`src/rtl/alu_bist_pkg.sv`:
```
// Shared definitions for the ALU self-test controller: opcodes, FSM states,
// LFSR tap mask and the golden ALU function.
package alu_bist_pkg;

   localparam int MAX_WIDTH = 8;

   localparam logic [1:0] OP_ADD = 2'b00;
   localparam logic [1:0] OP_SUB = 2'b01;
   localparam logic [1:0] OP_AND = 2'b10;
   localparam logic [1:0] OP_OR  = 2'b11;

   // Bits 15,13,12,10 of the shift register correspond to taps 16,14,13,11.
   localparam logic [15:0] LFSR_TAPS = 16'hB400;

   typedef enum logic [2:0] {
      ST_IDLE  = 3'd0,
      ST_DRIVE = 3'd1,
      ST_WAIT  = 3'd2,
      ST_CHECK = 3'd3,
      ST_DONE  = 3'd4
   } state_t;

   // Computed at full width; callers keep the low WIDTH bits, which equals mod 2^WIDTH.
   function automatic logic [MAX_WIDTH-1:0] alu_ref(input logic [MAX_WIDTH-1:0] a,
                                                   input logic [MAX_WIDTH-1:0] b,
                                                   input logic [1:0]           op);
      logic [MAX_WIDTH-1:0] r;
      case (op)
         OP_ADD:  r = a + b;
         OP_SUB:  r = a - b;
         OP_AND:  r = a & b;
         default: r = a | b;
      endcase
      return r;
   endfunction

endpackage

```
`src/rtl/alu_bist_lfsr.sv`:
```
// 16-bit Fibonacci shift register, left-shifting with feedback into bit 0.
// With MISR=1 each advance also XORs din into the shifted value (signature mode).
module alu_bist_lfsr
   import alu_bist_pkg::*;
#(
   parameter logic [15:0] RST_VAL = 16'hACE1,
   parameter bit          MISR    = 1'b0
) (
   input  logic        clk,
   input  logic        rst_n,
   input  logic        load,
   input  logic        adv,
   input  logic [15:0] din,
   output logic [15:0] state
);

   logic [15:0] state_q, state_d;
   logic [15:0] shifted;
   logic        fb;

   always_comb begin
      fb      = ^(state_q & LFSR_TAPS);
      shifted = {state_q[14:0], fb};
      state_d = state_q;
      if (load) begin
         state_d = RST_VAL;
      end else if (adv) begin
         state_d = MISR ? (shifted ^ din) : shifted;
      end
   end

   always_ff @(posedge clk or negedge rst_n) begin
      if (!rst_n) begin
         state_q <= RST_VAL;
      end else begin
         state_q <= state_d;
      end
   end

   assign state = state_q;

endmodule

```
`src/rtl/alu_bist_ctrl.sv`:
```
// ALU self-test engine: drives corner and LFSR vectors for each opcode and checks Y.
// Optional MISR signature over all sampled Y values is built when ALU_BIST_MISR_EN is defined.
module alu_bist_ctrl
   import alu_bist_pkg::*;
#(
   parameter int          WIDTH = 8,
   parameter int          NVEC  = 16,
   parameter int          LAT   = 0,
   parameter logic [15:0] SEED  = 16'hACE1
) (
   input  logic             clk,
   input  logic             rst_n,
   input  logic             start,
   output logic [WIDTH-1:0] A,
   output logic [WIDTH-1:0] B,
   output logic [1:0]       OP,
   input  logic [WIDTH-1:0] Y,
   output logic             busy,
   output logic             done,
   output logic             pass,
   output logic [7:0]       err_cnt,
   output logic             fail_vld,
   output logic [1:0]       fail_op,
   output logic [WIDTH-1:0] fail_y,
   output logic [WIDTH-1:0] fail_exp,
   output logic [15:0]      signature
);

   localparam int VW = (NVEC > 1) ? $clog2(NVEC) : 1;
   localparam int WW = (LAT > 1) ? $clog2(LAT) : 1;
   localparam logic [VW-1:0] VEC_LAST  = VW'(NVEC - 1);
   localparam logic [WW-1:0] WAIT_LAST = (LAT > 0) ? WW'(LAT - 1) : '0;

   state_t           state_q, state_d;
   logic [1:0]       op_cnt_q, op_cnt_d;
   logic [VW-1:0]    vec_cnt_q, vec_cnt_d;
   logic [WW-1:0]    wait_cnt_q, wait_cnt_d;
   logic [WIDTH-1:0] a_q, a_d, b_q, b_d;
   logic [1:0]       op_q, op_d;
   logic [7:0]       err_cnt_q, err_cnt_d;
   logic             fail_vld_q, fail_vld_d;
   logic [1:0]       fail_op_q, fail_op_d;
   logic [WIDTH-1:0] fail_y_q, fail_y_d, fail_exp_q, fail_exp_d;

   logic                 start_acc, lfsr_adv;
   logic [15:0]          lfsr_val;
   logic [MAX_WIDTH-1:0] ref_full;
   logic [WIDTH-1:0]     exp_y;

   assign ref_full = alu_ref(MAX_WIDTH'(a_q), MAX_WIDTH'(b_q), op_q);
   assign exp_y    = ref_full[WIDTH-1:0];

   alu_bist_lfsr #(.RST_VAL(SEED), .MISR(1'b0)) u_lfsr (
      .clk   (clk),
      .rst_n (rst_n),
      .load  (start_acc),
      .adv   (lfsr_adv),
      .din   (16'h0000),
      .state (lfsr_val)
   );

   always_comb begin
      state_d    = state_q;
      op_cnt_d   = op_cnt_q;
      vec_cnt_d  = vec_cnt_q;
      wait_cnt_d = wait_cnt_q;
      a_d        = a_q;
      b_d        = b_q;
      op_d       = op_q;
      err_cnt_d  = err_cnt_q;
      fail_vld_d = fail_vld_q;
      fail_op_d  = fail_op_q;
      fail_y_d   = fail_y_q;
      fail_exp_d = fail_exp_q;
      start_acc  = 1'b0;
      lfsr_adv   = 1'b0;

      case (state_q)
         ST_IDLE, ST_DONE: begin
            if (start) begin
               start_acc  = 1'b1;
               state_d    = ST_DRIVE;
               op_cnt_d   = '0;
               vec_cnt_d  = '0;
               err_cnt_d  = '0;
               fail_vld_d = 1'b0;
               fail_op_d  = '0;
               fail_y_d   = '0;
               fail_exp_d = '0;
            end
         end

         ST_DRIVE: begin
            op_d       = op_cnt_q;
            wait_cnt_d = '0;
            // First vector of every opcode is the all-ones / one corner case.
            if (vec_cnt_q == '0) begin
               a_d = '1;
               b_d = WIDTH'(1);
            end else begin
               a_d      = lfsr_val[15 -: WIDTH];
               b_d      = lfsr_val[WIDTH-1:0];
               lfsr_adv = 1'b1;
            end
            state_d = (LAT > 0) ? ST_WAIT : ST_CHECK;
         end

         ST_WAIT: begin
            if (wait_cnt_q == WAIT_LAST) begin
               state_d = ST_CHECK;
            end else begin
               wait_cnt_d = wait_cnt_q + WW'(1);
            end
         end

         ST_CHECK: begin
            if (Y != exp_y) begin
               if (err_cnt_q != 8'hFF) begin
                  err_cnt_d = err_cnt_q + 8'd1;
               end
               if (!fail_vld_q) begin
                  fail_vld_d = 1'b1;
                  fail_op_d  = op_q;
                  fail_y_d   = Y;
                  fail_exp_d = exp_y;
               end
            end
            if (vec_cnt_q == VEC_LAST) begin
               vec_cnt_d = '0;
               if (op_cnt_q == OP_OR) begin
                  state_d = ST_DONE;
               end else begin
                  op_cnt_d = op_cnt_q + 2'd1;
                  state_d  = ST_DRIVE;
               end
            end else begin
               vec_cnt_d = vec_cnt_q + VW'(1);
               state_d   = ST_DRIVE;
            end
         end

         default: state_d = ST_IDLE;
      endcase
   end

   always_ff @(posedge clk or negedge rst_n) begin
      if (!rst_n) begin
         state_q    <= ST_IDLE;
         op_cnt_q   <= '0;
         vec_cnt_q  <= '0;
         wait_cnt_q <= '0;
         a_q        <= '0;
         b_q        <= '0;
         op_q       <= '0;
         err_cnt_q  <= '0;
         fail_vld_q <= 1'b0;
         fail_op_q  <= '0;
         fail_y_q   <= '0;
         fail_exp_q <= '0;
      end else begin
         state_q    <= state_d;
         op_cnt_q   <= op_cnt_d;
         vec_cnt_q  <= vec_cnt_d;
         wait_cnt_q <= wait_cnt_d;
         a_q        <= a_d;
         b_q        <= b_d;
         op_q       <= op_d;
         err_cnt_q  <= err_cnt_d;
         fail_vld_q <= fail_vld_d;
         fail_op_q  <= fail_op_d;
         fail_y_q   <= fail_y_d;
         fail_exp_q <= fail_exp_d;
      end
   end

`ifdef ALU_BIST_MISR_EN
   logic [15:0] misr_val;

   // Only advances in CHECK, so the value naturally freezes once DONE is reached.
   alu_bist_lfsr #(.RST_VAL(16'h0000), .MISR(1'b1)) u_misr (
      .clk   (clk),
      .rst_n (rst_n),
      .load  (start_acc),
      .adv   (state_q == ST_CHECK),
      .din   (16'(Y)),
      .state (misr_val)
   );
   assign signature = misr_val;
`else
   assign signature = '0;
`endif

   assign A        = a_q;
   assign B        = b_q;
   assign OP       = op_q;
   assign busy     = (state_q == ST_DRIVE) || (state_q == ST_WAIT) || (state_q == ST_CHECK);
   assign done     = (state_q == ST_DONE);
   assign pass     = done && (err_cnt_q == 8'd0);
   assign err_cnt  = err_cnt_q;
   assign fail_vld = fail_vld_q;
   assign fail_op  = fail_op_q;
   assign fail_y   = fail_y_q;
   assign fail_exp = fail_exp_q;

endmodule

```
`config.mk`:
```
export PLATFORM = sky130hd
export DESIGN_NAME = alu_bist_ctrl
export DESIGN_NICKNAME = d
export VERILOG_FILES = /design/src/rtl/alu_bist_pkg.sv /design/src/rtl/alu_bist_lfsr.sv /design/src/rtl/alu_bist_ctrl.sv
export SDC_FILE = /design/constraint.sdc
export NUM_CORES = 1
export LEC_CHECK = 0
export CAP_MARGIN = 5
export CORE_UTILIZATION = 52
export DETAILED_ROUTE_END_ITERATION = 16
export GPL_ROUTABILITY_DRIVEN = 0
export PLACE_DENSITY = 0.8
export SETUP_SLACK_MARGIN = 0.2
export SYNTH_ARGS = -nofsm -noshare
export SYNTH_HDL_FRONTEND = slang
export SYNTH_HIERARCHICAL = 1
export SYNTH_SLANG_ARGS = --single-unit
```
`constraint.sdc`:
```
create_clock -name clk -period 4.1 [get_ports clk]
set_input_delay 0.82 -clock clk [delete_from_list [all_inputs] [get_ports clk]]
set_output_delay 0.82 -clock clk [all_outputs]
set_load 0.005 [all_outputs]
```
# ---- Yosys cells after proc, flatten, opt, wreduce, memory -nomap -nowiden
# Cells that the tools add are included.
dict set report word_totals {
  regBits 71
  wordCells 95
  in_bits 11
  out_inout_bits 64
}
dict set report classes {
  eq_ne 17
  n_reduce_logical 18
  bitwise_logic 2
  n_mux 39
  n_addsub 6
}
# operator n
set op_table {}
lappend op_table {{8-bit two-way mux} 9}
lappend op_table {{8-bit one-hot mux with 2 select lines} 3}
lappend op_table {{16-bit two-way mux} 2}
lappend op_table {{8-bit one-hot mux with 3 select lines} 1}
lappend op_table {{16-bit XOR reduction} 1}
lappend op_table {{2-bit inequality test (second input constant)} 7}
lappend op_table {{3-bit two-way mux} 4}
lappend op_table {{3-bit one-hot mux with 4 select lines} 1}
lappend op_table {{4-bit AND reduction} 3}
lappend op_table {{2-bit two-way mux} 5}
lappend op_table {{8-bit by 1-bit adder with 8-bit output (second input constant)} 1}
lappend op_table {{8-bit adder} 1}
lappend op_table {{8-bit AND} 1}
lappend op_table {{8-bit zero test} 1}
lappend op_table {{4-bit two-way mux} 2}
lappend op_table {{8-bit inequality test} 1}
lappend op_table {{8-bit inequality test (second input constant)} 1}
lappend op_table {{8-bit bitwise OR} 1}
lappend op_table {{2-bit one-hot mux with 2 select lines} 2}
lappend op_table {{4-bit one-hot mux with 2 select lines} 1}
lappend op_table {{8-bit subtractor} 1}
lappend op_table {{1-bit two-way mux} 7}
lappend op_table {{3-bit by 2-bit == test with 1-bit output (second input constant)} 2}
lappend op_table {{2-bit nonzero test} 3}
lappend op_table {{17 further kinds} 21}

# ---- Longest topological paths before layout
dict set report logic_depth {
  depth_word 5
  mapped_depth 16
}

# ---- Cells and area by module
# Netlist, hierarchy kept.
# mod seq_area_each_um2 instances cells_each area_per_inst_um2
set modules_own_cells {}
lappend modules_own_cells {alu_bist_ctrl 1351.3 1 350 3335.7}
lappend modules_own_cells {alu_bist_lfsr 410.4 1 55 704.4}

# ---- Worst setup path after synthesis
# No wires, ideal clock.
dict set report synth_path {
  path_kind {register to register}
  from {register op_q[1] (netlist: OP[1])}
  to {register fail_exp_q[6] (netlist: fail_exp[6])}
  stages_incl_launch_ff 15
  required_time_ps 3970
  synth_period_minus_slack_ps 3324
  t_arrival_ps 3193
  setup_ps 130
  path_slack_ps 776
  n_path_buf 3
  path_cell_list {dfrtp_1 -> nor2b_1 -> clkbuf_1 -> mux2_2 -> fa_1 -> nor2b_4 -> o21a_1 -> nor3_1 -> o31a_1 -> xnor2_1 -> nor4_4 -> a211oi_2 -> buf_6 -> buf_12 -> mux2i_1}
}
dict set report synth_via {
  elab_chain_cells 5
}
# item line
set synth_rtl {}
lappend synth_rtl {{from (decl)} alu_bist_ctrl.sv:39} ;# logic [1:0] op_q, op_d;
lappend synth_rtl {{from (signal assigned)} alu_bist_ctrl.sv:167} ;# op_q <= op_d;
lappend synth_rtl {{2-bit == test, or another cell as far along} alu_bist_pkg.sv:28} ;# case (op)
lappend synth_rtl {{8-bit one-hot mux with 3 select lines *} alu_bist_pkg.sv:28}
lappend synth_rtl {{8-bit inequality test or 8-bit two-way mux (tied branches)} {alu_bist_ctrl.sv:117, alu_bist_ctrl.sv:121}}
lappend synth_rtl {{2-bit inequality test (no source line) or 8-bit two-way mux (tied branches)} -}
lappend synth_rtl {{4-bit AND reduction (no source line) or 8-bit one-hot mux with 2 select lines (tied branches)} -}
lappend synth_rtl {{to (signal assigned)} alu_bist_ctrl.sv:172} ;# fail_exp_q <= fail_exp_d;
lappend synth_rtl {{to (decl)} alu_bist_ctrl.sv:43} ;# logic [WIDTH-1:0] fail_y_q, fail_y_d, fail_exp_q, fail_exp_d;
# Mark *: on every way between the ends. The rest lies on a longest branch, timed or not. The select of a mux whose other input is x is not followed.
# A chain may end at the register's enable or synchronous reset.

# ---- Worst setup path after layout
dict set report layout_path {
  from {register b_q[0] (netlist: B[0])}
  to {register fail_exp_q[0] (netlist: fail_exp[0])}
}
dict set report layout_via {
  elab_chain_cells 5
}
# item line
set layout_rtl {}
lappend layout_rtl {{from (decl)} alu_bist_ctrl.sv:38} ;# logic [WIDTH-1:0] a_q, a_d, b_q, b_d;
lappend layout_rtl {{from (signal assigned)} alu_bist_ctrl.sv:153} ;# b_q <= '0;
lappend layout_rtl {{from (signal assigned)} alu_bist_ctrl.sv:166} ;# b_q <= b_d;
lappend layout_rtl {{8-bit subtractor, or another cell as far along} alu_bist_pkg.sv:30} ;# OP_SUB: r = a - b;
lappend layout_rtl {{8-bit one-hot mux with 3 select lines *} alu_bist_pkg.sv:28}
lappend layout_rtl {{8-bit inequality test or 8-bit two-way mux (tied branches)} {alu_bist_ctrl.sv:117, alu_bist_ctrl.sv:121}}
lappend layout_rtl {{2-bit inequality test (no source line) or 8-bit two-way mux (tied branches)} -}
lappend layout_rtl {{4-bit AND reduction (no source line) or 8-bit one-hot mux with 2 select lines (tied branches)} -}
# Marked as above.

==> results.md <==
* Post-CTS sizing at 0
* Setup TNS at 0 ps
* Crit start category: flop
* Sequential power share at between 20% and 30%
* Cts hold-fix bufs at 0
* Top_reg_cell synth: dfrtp_1
* Row cnt at 31
* Effective utilization at floorplan at a little over half
* Crit Path Class: reg -> reg
* Hold endpoint: B[1]
* Hold crit path type: reg -> reg
* Arr. time, crit path at roughly 3900 ps
* Sequential share of the synthesized area at 43.6%
* Relative slew slack at 25.0%
* Tcrit/Tclk final at 89.6%
* Number of global-route vias before repair at 3068
* Required @ worst endpoint at between 4000 and 5000 ps
* RSZ-0062 raised after global routing: no
* Min-delay src: u_lfsr/state[1]
* Depth of the CTS H-tree at 3
* Async S/R FF share, synth at between 90% and 100%
* VDD IR-drop max at just under 0.0005 V
* Worst reg2reg path endpoint: fail_exp[0]
* TritonCTS Sinks at 70
* Final max-slew violation count at 0
* Worst Path Max Fanout at 18
* Yosys reg bits at 70
* Max Fclk at between 200 and 300 MHz
* Root Driver: clkbuf_8
* Setup violators final at 0
* Crit path capture type: flop
* R2R Setup Slk at between 400 and 500 ps
* CTS Buffer Depth at 2
* Clock skew at 9.11 ps
* EDFF count, synth at 0
* Status: finished clean
* Die width at between 90 and 100 microns
* Final nets at approximately 490
* Core area at between 7000 and 8000 sq um
* Share of layout cells above drive strength 1 at a little under a tenth
* Via-to-Cell Ratio at 5.48
* Die Ht at about 90 microns
* ANT nets after route at 0
* Max-cap viol count at 0
* Actual slew at the worst max-slew pin at ~1100 ps
* Total leakage power at between 2 and 2.5 nW
* DR iter-0 viols at 112
* Worst-skew pair later-pin latency at 340 ps
* WL final at between 8000 and 9000 microns
* Clock-pin transition on the worst setup and hold timing paths at 80 ps
* Number of setup buffers added after CTS at 0
* Synthesized area at 4040 sq um
* Area growth syn-to-layout at 20.4%
* Tot GR Track Use at between 20% and 30%
* Mapped Cells at between 400 and 500
* Pin count of the biggest net entering global routing at 52
* DRT Pass-1 Iters at 4
* # port buffers at 58
* Post-Syn Area per Cell at around 10 sq um
* Power per cell area at 932 nW/um^2
* Wire length per cell at about 15 microns
* Hold Crit Depth at 2
* Library cells used by synthesis at 58
* R2r startpoint: B[0]
* Period minus WS final at around 3700 ps
* Design Power at 4.53 mW
* Yosys warns at 6
* Detailed-route via count at roughly 3100
* Final Hold Fails at 0
* Hpwl dp at just over 6000 microns
* R2r worst-path depth at 15
* Switching share of power at between 40% and 50%
* ANT cells at 0
* Overflow after GRT at 0
* Antenna violations before repair at 0
* Internal at between 2 and 3 mW
* CTS buffer count at 9
* CTS tree: done
* DIE AREA at 8130 sq um
* Clock network fraction of total power at 13.5%
* Comb power frac at a little under 60%
* Boundary Pins at 75
* Global-route wire length before repair at approximately 15000 microns
* DRC errors left at 0
* Sw power at ~1.9 mW
## synth_stat cells, types with 4 or more instances
master	n	area, sq um
o21ai_0	20	100
maj3_1	4	40.0
nand4_1	7	43.8
nand2_1	52	195
nand3_1	4	20.0
a22o_1	7	61.3
a31oi_1	4	25.0
a21oi_1	15	75.1
xnor2_1	16	140
dfrtp_1	62	1550
nand2b_1	6	37.5
mux2i_1	41	410
nor3_1	4	20.0
dfstp_2	8	210
clkbuf_1	9	33.8
buf_4	16	120
inv_1	27	101
o22a_1	6	52.6
nor2_1	27	101
ha_1	15	188
## logic make-up after synthesis
| kind of cell | Yosys count | synth area share (%) |
|---|---|---|
| other | 1 | 0.0928 |
| AND/OR/NAND/NOR | 118 | 14.3 |
| multiplexers | 42 | 10.4 |
| flip-flops | 70 | 43.6 |
| adder cells (fa/ha/maj) | 20 | 6.13 |
| buffers and inverters | 59 | 8.08 |
| XOR/XNOR | 19 | 4.49 |
| AO/OA/AOI/OAI | 76 | 12.9 |
## cell type report
| cell class | count | area, sq um |
|---|---|---|
| clock buffer | 10 | 128 |
| clock inverter | 6 | 87.6 |
| fill | 591 | 2500 |
| inverter | 28 | 105 |
| multi-input combinational | 291 | 2030 |
| sequential | 70 | 1760 |
| tap | 99 | 124 |
| timing repair buffer | 64 | 628 |
## power groups by stage
| stage | Clock (mW) | Sequential (mW) | Combinational (mW) |
|---|---|---|---|
| floorplan | 0 | 1.23 | 1.88 |
| global placement | 0 | 1.27 | 2.48 |
| detailed placement | 0 | 1.28 | 2.56 |
| CTS | 0.621 | 1.27 | 2.60 |
| global route | 0.648 | 1.32 | 2.92 |
| finish | 0.612 | 1.27 | 2.65 |
## worst max-delay path, stage by stage (launching register included)
cell	delay [ps]
dfrtp_1	430
inv_1	120
ha_1	170
nor3b_1	290
nor2_1	100
xnor2_1	140
ha_1	340
o211a_1	130
o31a_1	110
or3_1	360
a31oi_2	260
xnor2_1	150
and4bb_4	270
a211oi_4	270
buf_8	230
mux2i_1	210
## cells in the final DEF (no fill, tap or decap), types with 5 or more instances in the layout
cell / netlist / routed
nand2b_1: 6 / 6
mux2i_1: 41 / 41
conb_1: 1 / 16
a22o_1: 7 / 7
clkbuf_8: 0 / 9
inv_1: 27 / 27
o21ai_0: 20 / 20
nand4_1: 7 / 7
dfstp_2: 8 / 8
ha_1: 15 / 15
nor2_1: 27 / 27
xnor2_1: 16 / 15
buf_4: 16 / 5
dfrtp_1: 62 / 62
o22a_1: 6 / 6
nand2_1: 52 / 52
a21oi_1: 15 / 15
clkdlybuf4s50_1: 0 / 57
## per-stage QoR
step                cells  instance area [sq um]  utilization, %  setup WS [ps]  hold slack [ps]
global route          568                   4860            66.0            195              554
detailed placement    552                   4630            62.8            399              500
global placement      552                   4630            62.8            462              499
finish                568                   4860            66.0            426              516
floorplan             420                   4100               -            776              470
CTS                   568                   4840            65.7            354              525
## sequential cells by signal (all words and copies together), names as in the netlist
register,count
vec_cnt_q,4
B,8
u_lfsr/state,16
fail_vld,1
fail_y,8
OP,2
A,8
op_cnt_q,2
fail_op,2
state_q,3
fail_exp,8
err_cnt,8
## how the worst max path moves through the flow
stage                     startpoint  slack [ps]           to
final                           B[0]         430  fail_exp[0]
after detailed placement        B[0]         400  fail_exp[0]
after floorplan                OP[1]         780  fail_exp[6]
after global placement          B[0]         460   fail_op[1]
after CTS                       B[0]         350  fail_exp[1]
after global routing            B[0]         200  fail_exp[6]
## per-layer routing
metal  global-route usage [%]  share of wire, %
met1                     31.0                47
met2                     37.4                49
met3                     3.98               3.9
met4                     6.72              0.87
met5                        0                 0
Note: power is estimated with default switching activity, not from simulation.
